<file path="src/rtl/fetch_pc_stage.sv">
// fetch_pc_stage: IF stage of the 5-stage MIPS pipeline.
// Holds the PC register, issues instruction-memory requests with a
// req/ack handshake and loads the IF/ID pipeline register.
// Ports:
//   clk, rst            clock, synchronous active-high reset
//   next_pc_in          final jump/branch/jr mux output
//   stall_if            hazard stall (PCWrite=0, IFIDWrite=0)
//   flush_if_id         redirect resolved in ID; kills the fetch in flight
//   imem_req/addr       instruction-memory request
//   imem_rdata/ack      instruction word and completion
//   pc_out, pc_plus_4   current fetch address and its successor
//   if_id_*             IF/ID pipeline register (instr, pc+4, valid)
module fetch_pc_stage #(
  parameter logic [31:0] RESET_PC  = 32'h0000_0000,
  parameter logic [31:0] NOP_INSTR = 32'h0000_0000
) (
  input  logic        clk,
  input  logic        rst,
  input  logic [31:0] next_pc_in,
  input  logic        stall_if,
  input  logic        flush_if_id,
  output logic        imem_req,
  output logic [31:0] imem_addr,
  input  logic [31:0] imem_rdata,
  input  logic        imem_ack,
  output logic [31:0] pc_out,
  output logic [31:0] pc_plus_4,
  output logic [31:0] if_id_instr,
  output logic [31:0] if_id_pc_plus_4,
  output logic        if_id_valid
);

  localparam int unsigned XLEN = 32;

  // FETCH: request outstanding; HOLD: instruction parked during a stall;
  // DISCARD: killed request still outstanding, waiting for its ack.
  typedef enum logic [1:0] {
    S_FETCH   = 2'd0,
    S_HOLD    = 2'd1,
    S_DISCARD = 2'd2
  } state_e;

  state_e            state_q, state_d;
  logic [XLEN-1:0]   fetch_addr_q, fetch_addr_d;
  logic [XLEN-1:0]   hold_instr_q, hold_instr_d;
  logic [XLEN-1:0]   redirect_pc_q, redirect_pc_d;
  logic [XLEN-1:0]   if_id_instr_q, if_id_instr_d;
  logic [XLEN-1:0]   if_id_pc4_q, if_id_pc4_d;
  logic              if_id_valid_q, if_id_valid_d;

  // Wraps modulo 2^32 naturally.
  assign pc_plus_4 = fetch_addr_q + XLEN'(4);

  assign pc_out          = fetch_addr_q;
  assign imem_addr       = fetch_addr_q;
  assign imem_req        = !rst && (state_q == S_FETCH || state_q == S_DISCARD);
  assign if_id_instr     = if_id_instr_q;
  assign if_id_pc_plus_4 = if_id_pc4_q;
  assign if_id_valid     = if_id_valid_q;

  // Next-state and IF/ID load; priority flush > stall > ack.
  always_comb begin
    state_d       = state_q;
    fetch_addr_d  = fetch_addr_q;
    hold_instr_d  = hold_instr_q;
    redirect_pc_d = redirect_pc_q;
    if_id_instr_d = if_id_instr_q;
    if_id_pc4_d   = if_id_pc4_q;
    if_id_valid_d = if_id_valid_q;

    case (state_q)
      S_FETCH: begin
        if (flush_if_id) begin
          if_id_instr_d = NOP_INSTR;
          if_id_pc4_d   = '0;
          if_id_valid_d = 1'b0;
          if (imem_ack) begin
            fetch_addr_d = next_pc_in;
          end else begin
            redirect_pc_d = next_pc_in;
            state_d       = S_DISCARD;
          end
        end else if (imem_ack && !stall_if) begin
          if_id_instr_d = imem_rdata;
          if_id_pc4_d   = pc_plus_4;
          if_id_valid_d = 1'b1;
          fetch_addr_d  = next_pc_in;
        end else if (imem_ack) begin
          // Park the returned word; request completes so req drops.
          hold_instr_d = imem_rdata;
          state_d      = S_HOLD;
        end else if (!stall_if) begin
          if_id_instr_d = NOP_INSTR;
          if_id_pc4_d   = '0;
          if_id_valid_d = 1'b0;
        end
      end

      S_HOLD: begin
        if (flush_if_id) begin
          if_id_instr_d = NOP_INSTR;
          if_id_pc4_d   = '0;
          if_id_valid_d = 1'b0;
          fetch_addr_d  = next_pc_in;
          state_d       = S_FETCH;
        end else if (!stall_if) begin
          if_id_instr_d = hold_instr_q;
          if_id_pc4_d   = pc_plus_4;
          if_id_valid_d = 1'b1;
          fetch_addr_d  = next_pc_in;
          state_d       = S_FETCH;
        end
      end

      S_DISCARD: begin
        if_id_instr_d = NOP_INSTR;
        if_id_pc4_d   = '0;
        if_id_valid_d = 1'b0;
        if (flush_if_id) begin
          redirect_pc_d = next_pc_in;
        end
        // The newest redirect wins if a flush coincides with the ack.
        if (imem_ack) begin
          fetch_addr_d = flush_if_id ? next_pc_in : redirect_pc_q;
          state_d      = S_FETCH;
        end
      end

      default: begin
        state_d = S_FETCH;
      end
    endcase
  end

  // State and pipeline registers.
  always_ff @(posedge clk) begin
    if (rst) begin
      state_q       <= S_FETCH;
      fetch_addr_q  <= RESET_PC;
      hold_instr_q  <= '0;
      redirect_pc_q <= '0;
      if_id_instr_q <= NOP_INSTR;
      if_id_pc4_q   <= '0;
      if_id_valid_q <= 1'b0;
    end else begin
      state_q       <= state_d;
      fetch_addr_q  <= fetch_addr_d;
      hold_instr_q  <= hold_instr_d;
      redirect_pc_q <= redirect_pc_d;
      if_id_instr_q <= if_id_instr_d;
      if_id_pc4_q   <= if_id_pc4_d;
      if_id_valid_q <= if_id_valid_d;
    end
  end

endmodule

</file>
<file path="config.mk">
export PLATFORM = sky130hd
export DESIGN_NAME = fetch_pc_stage
export DESIGN_NICKNAME = d
export VERILOG_FILES = /design/src/rtl/fetch_pc_stage.sv
export SDC_FILE = /design/constraint.sdc
export NUM_CORES = 1
export LEC_CHECK = 0
export BUFFER_PORTS_ARGS = -buffer_cell sky130_fd_sc_hd__buf_2
export CAP_MARGIN = 20
export CORE_ASPECT_RATIO = 1.1
export CORE_MARGIN = 3
export CORE_UTILIZATION = 30
export DETAILED_ROUTE_END_ITERATION = 12
export HOLD_SLACK_MARGIN = 0.06
export PLACE_DENSITY = 0.51
export SLEW_MARGIN = 5
export SYNTH_ARGS = -nofsm -noshare
export SYNTH_HDL_FRONTEND = slang
export SYNTH_SLANG_ARGS = --single-unit
</file>
<file path="constraint.sdc">
create_clock -name clk -period 2.25 [get_ports clk]
set_clock_uncertainty 0.15 [all_clocks]
set_input_delay 0.45 -clock clk [delete_from_list [all_inputs] [get_ports clk]]
set_output_delay 0.45 -clock clk [all_outputs]
set_load 0.05 [all_outputs]
</file>
==> flow_summary.json <==
{
  "dp.final_hpwl_mm": 14.51,
  "viasPerCell": 4.835,
  "setup_tns_ns": -6.920,
  "grt_max_degree": 82,
  "numClockSinks": 163,
  "ys.flop_type": "dfxtp_1",
  "synth_edf_count": 0,
  "cp_max_fo": 6,
  "synth_top_cell_by_area": "dfxtp_1",
  "clock_latency_ns": 0.42,
  "relSlewSlack_pct": 65.35,
  "critPathKind": "reg -> out",
  "syn_area_per_cell_um2": 8.924,
  "synthMuxAreaShare_pct": 4.714,
  "root_buffer": "clkbuf_16",
  "ys_ff_latch": 163,
  "avgRoutedWirePerCell_um": 15.90,
  "async_flop_share_pct": 0,
  "yosys.area_share.simple_pct": 19.19,
  "worst_slack_ns": -0.4124,
  "clk_pin_slew_ns": 0.07,
  "wl_mm": 21.57,
  "finalSetupViolCount": 23,
  "min_period_over_period_pct": 118.3,
  "nets": 1117,
  "boundaryPins": 231,
  "syn_nets": 883,
  "fillerInstances": 2313,
  "max_freq_mhz": 375.6,
  "synth_cell_types": 46,
  "startpoint_type": "flip-flop",
  "cts_tree": "built",
  "total_leakage_power_nw": 4.736,
  "first_iter_violations": 371,
  "tightest_slew_ns": 0.5197,
  "period_minus_slack_ns": 2.662,
  "cellPowerDensity_nw_per_um2": 833.7,
  "cp.required_ns": 1.65,
  "cts_max_level": 4,
  "numCtsBuffers": 17,
  "core.rowCount": 58,
  "endpoint_kind": "output port",
  "rsz0062_at_grt": "true",
  "dr.pass1.iters": 6,
  "placed_cells": 1303,
  "die_area_um2": 25960,
  "failed_checks": "setup timing",
  "synth_cells": 809,
  "num_vias": 6561,
  "gp_congestion": 0.7894,
  "area_growth_pct": 45.25,
  "ys_seq_area_share_pct": 45.20,
  "antenna_found_initial": 3,
  "clk_path_buf_depth": 2,
  "netlist_top_cells_count": "dfxtp_1 (163), nand2_1 (141), nor2_1 (85), a21oi_1 (67), clkbuf_1 (45)",
  "drc": 0,
  "maxCapViolCount": 0,
  "drive_gt1_share_pct": 43.84,
  "grt_first_pass_wirelength_mm": 34.36,
  "grt_usage_pct": 16.22,
  "postRouteAntennaNets": 0,
  "peakVddDrop_uv": 470.2,
  "io_buffers": 230,
  "hold_class": "in -> reg",
  "synth_area_um2": 7219,
  "core_area_um2": 23290,
  "yosysMostFrequentCell": "dfxtp_1",
  "hold_violations": 0,
  "synth_xor_area_share_pct": 3.605,
  "final-max-slew-violation-count": 0,
  "stdcell_count": 1357,
  "synthTopCellsByArea": "dfxtp_1 (45%), nand2_1 (7.3%), a211oi_2 (4.9%)",
  "chipWidth_um": 153.9,
  "synth_fa_ha_area_share_pct": 0.8666,
  "arrival_ns": 2.06,
  "synth.yosys.warnings": 0,
  "status": "finished, violations left",
  "grt_pass1_vias": 6179,
  "synth_top_family_by_area": "simple AND/OR/NAND/NOR gates",
  "start_util_pct": 30.99,
  "overflow": 0,
  "die_h_um": 168.7,
  "netlist.area_leader.share_pct": 45.20,
  "synth_compound_area_share_pct": 18.46,
  "power.total_w": 0.008743
}
[cell families (layout without fill, tap and decap cells)]
group / after synthesis / after routing
AO/OA/AOI/OAI: 171 / 171
flip-flops: 163 / 163
multiplexers: 34 / 34
adder cells (fa/ha/maj): 5 / 5
other: 0 / 1
buffers and inverters: 102 / 349
AND/OR/NAND/NOR: 306 / 306
XOR/XNOR: 28 / 28
[power breakdown]
group          switching [W]  internal (W)  leakage (nW)
combinational        0.00178      0.000845          3.10
clock                0.00131       0.00162         0.287
sequential          0.000113       0.00308          1.35
[metal layers]
| layer | part of all wire, % | vias up | GRT usage (%) |
|---|---|---|---|
| li1 | - | 3277 | - |
| met1 | 45 | 3048 | 21.88 |
| met2 | 47 | 214 | 25.61 |
| met3 | 7.0 | 18 | 4.833 |
| met4 | 0.95 | 4 | 4.071 |
| met5 | 0.097 | - | 0 |
[worst paths after layout]
path | from | endpoint | slack [ns] | depth (start not counted)
setup / recovery | imem_addr[10] | pc_plus_4[26] | -0.41 | 6
setup reg to reg | state_q[0] | imem_addr[8] | 0.14 | 8
hold / removal | imem_rdata[13] | hold_instr_q[13] | 0.12 | 3
hold reg to reg | redirect_pc_q[17] | redirect_pc_q[17] | 0.30 | 2
[layout by cell type, fill, tap and decap left out, types with 3 or more instances in the layout]
cell          n
nor3_1       32
xnor2_4      19
clkinvlp_4    3
dfxtp_4      21
buf_12       10
inv_6         5
buf_4        54
nand3_4       8
nand4_1      11
a211oi_2     28
buf_6        45
a22o_1       21
a22oi_1      12
ha_1          3
nor2_1       81
inv_1         4
dfxtp_1     135
nand3_1       3
xor2_2        3
a211oi_1      4
buf_2       201
nand2_2       3
dfxtp_2       7
xnor2_2       3
a221oi_1     32
nand2_1     136
and3_1        7
mux2i_1      34
clkbuf_16    19
a21oi_1      67
[timing repair]
| item | in CTS | in global routing |
|---|---|---|
| setup buffers | 12 | 11 |
| pin swaps | 20 | 22 |
| cloned | 0 | 1 |
| resized for setup | 88 | 24 |
| setup endpoints to repair | 28 | 36 |
| hold buffers | 0 | 0 |
[worst max-delay path, cell delays in order (launching register included)]
cell	delay (ns)
dfxtp_4	0.36
clkinvlp_4	0.15
nor4_4	0.30
buf_6	0.16
nand4_1	0.23
xnor2_4	0.25
buf_6	0.18
[through the flow]
step	cell area [um2]	util (%)	worst slack, ns	hold WS, ns
floorplan	7709	-	-0.2006	0.2857
global placement	9273	39.81	-0.1044	0.2906
detailed placement	9273	39.81	-0.1221	0.2960
CTS	10280	44.14	-0.4112	0.1004
global route	10490	45.02	-0.5274	0.1048
finish	10490	45.02	-0.4124	0.1214
[state kept, by name (all words and copies together), names as in the netlist]
register / flops
hold_instr_q: 32
redirect_pc_q: 32
if_id_pc_plus_4: 32
state_q: 2
if_id_valid: 1
if_id_instr: 32
imem_addr: 32
[layout make-up]
cell class / count / area (um2) / share of cell area, %
clock buffers: 18 / 450.4 / 4.295
diodes: 1 / 2.502 / 0.02386
clock inverters: 14 / 138.9 / 1.324
inverters: 6 / 26.28 / 0.2506
multi-input cells: 544 / 3999 / 38.13
repair buffers: 311 / 2143 / 20.44
well taps: 300 / 375.4 / 3.580
flip-flops and latches: 163 / 3351 / 31.95
Note: power is estimated with default switching activity, not from simulation.
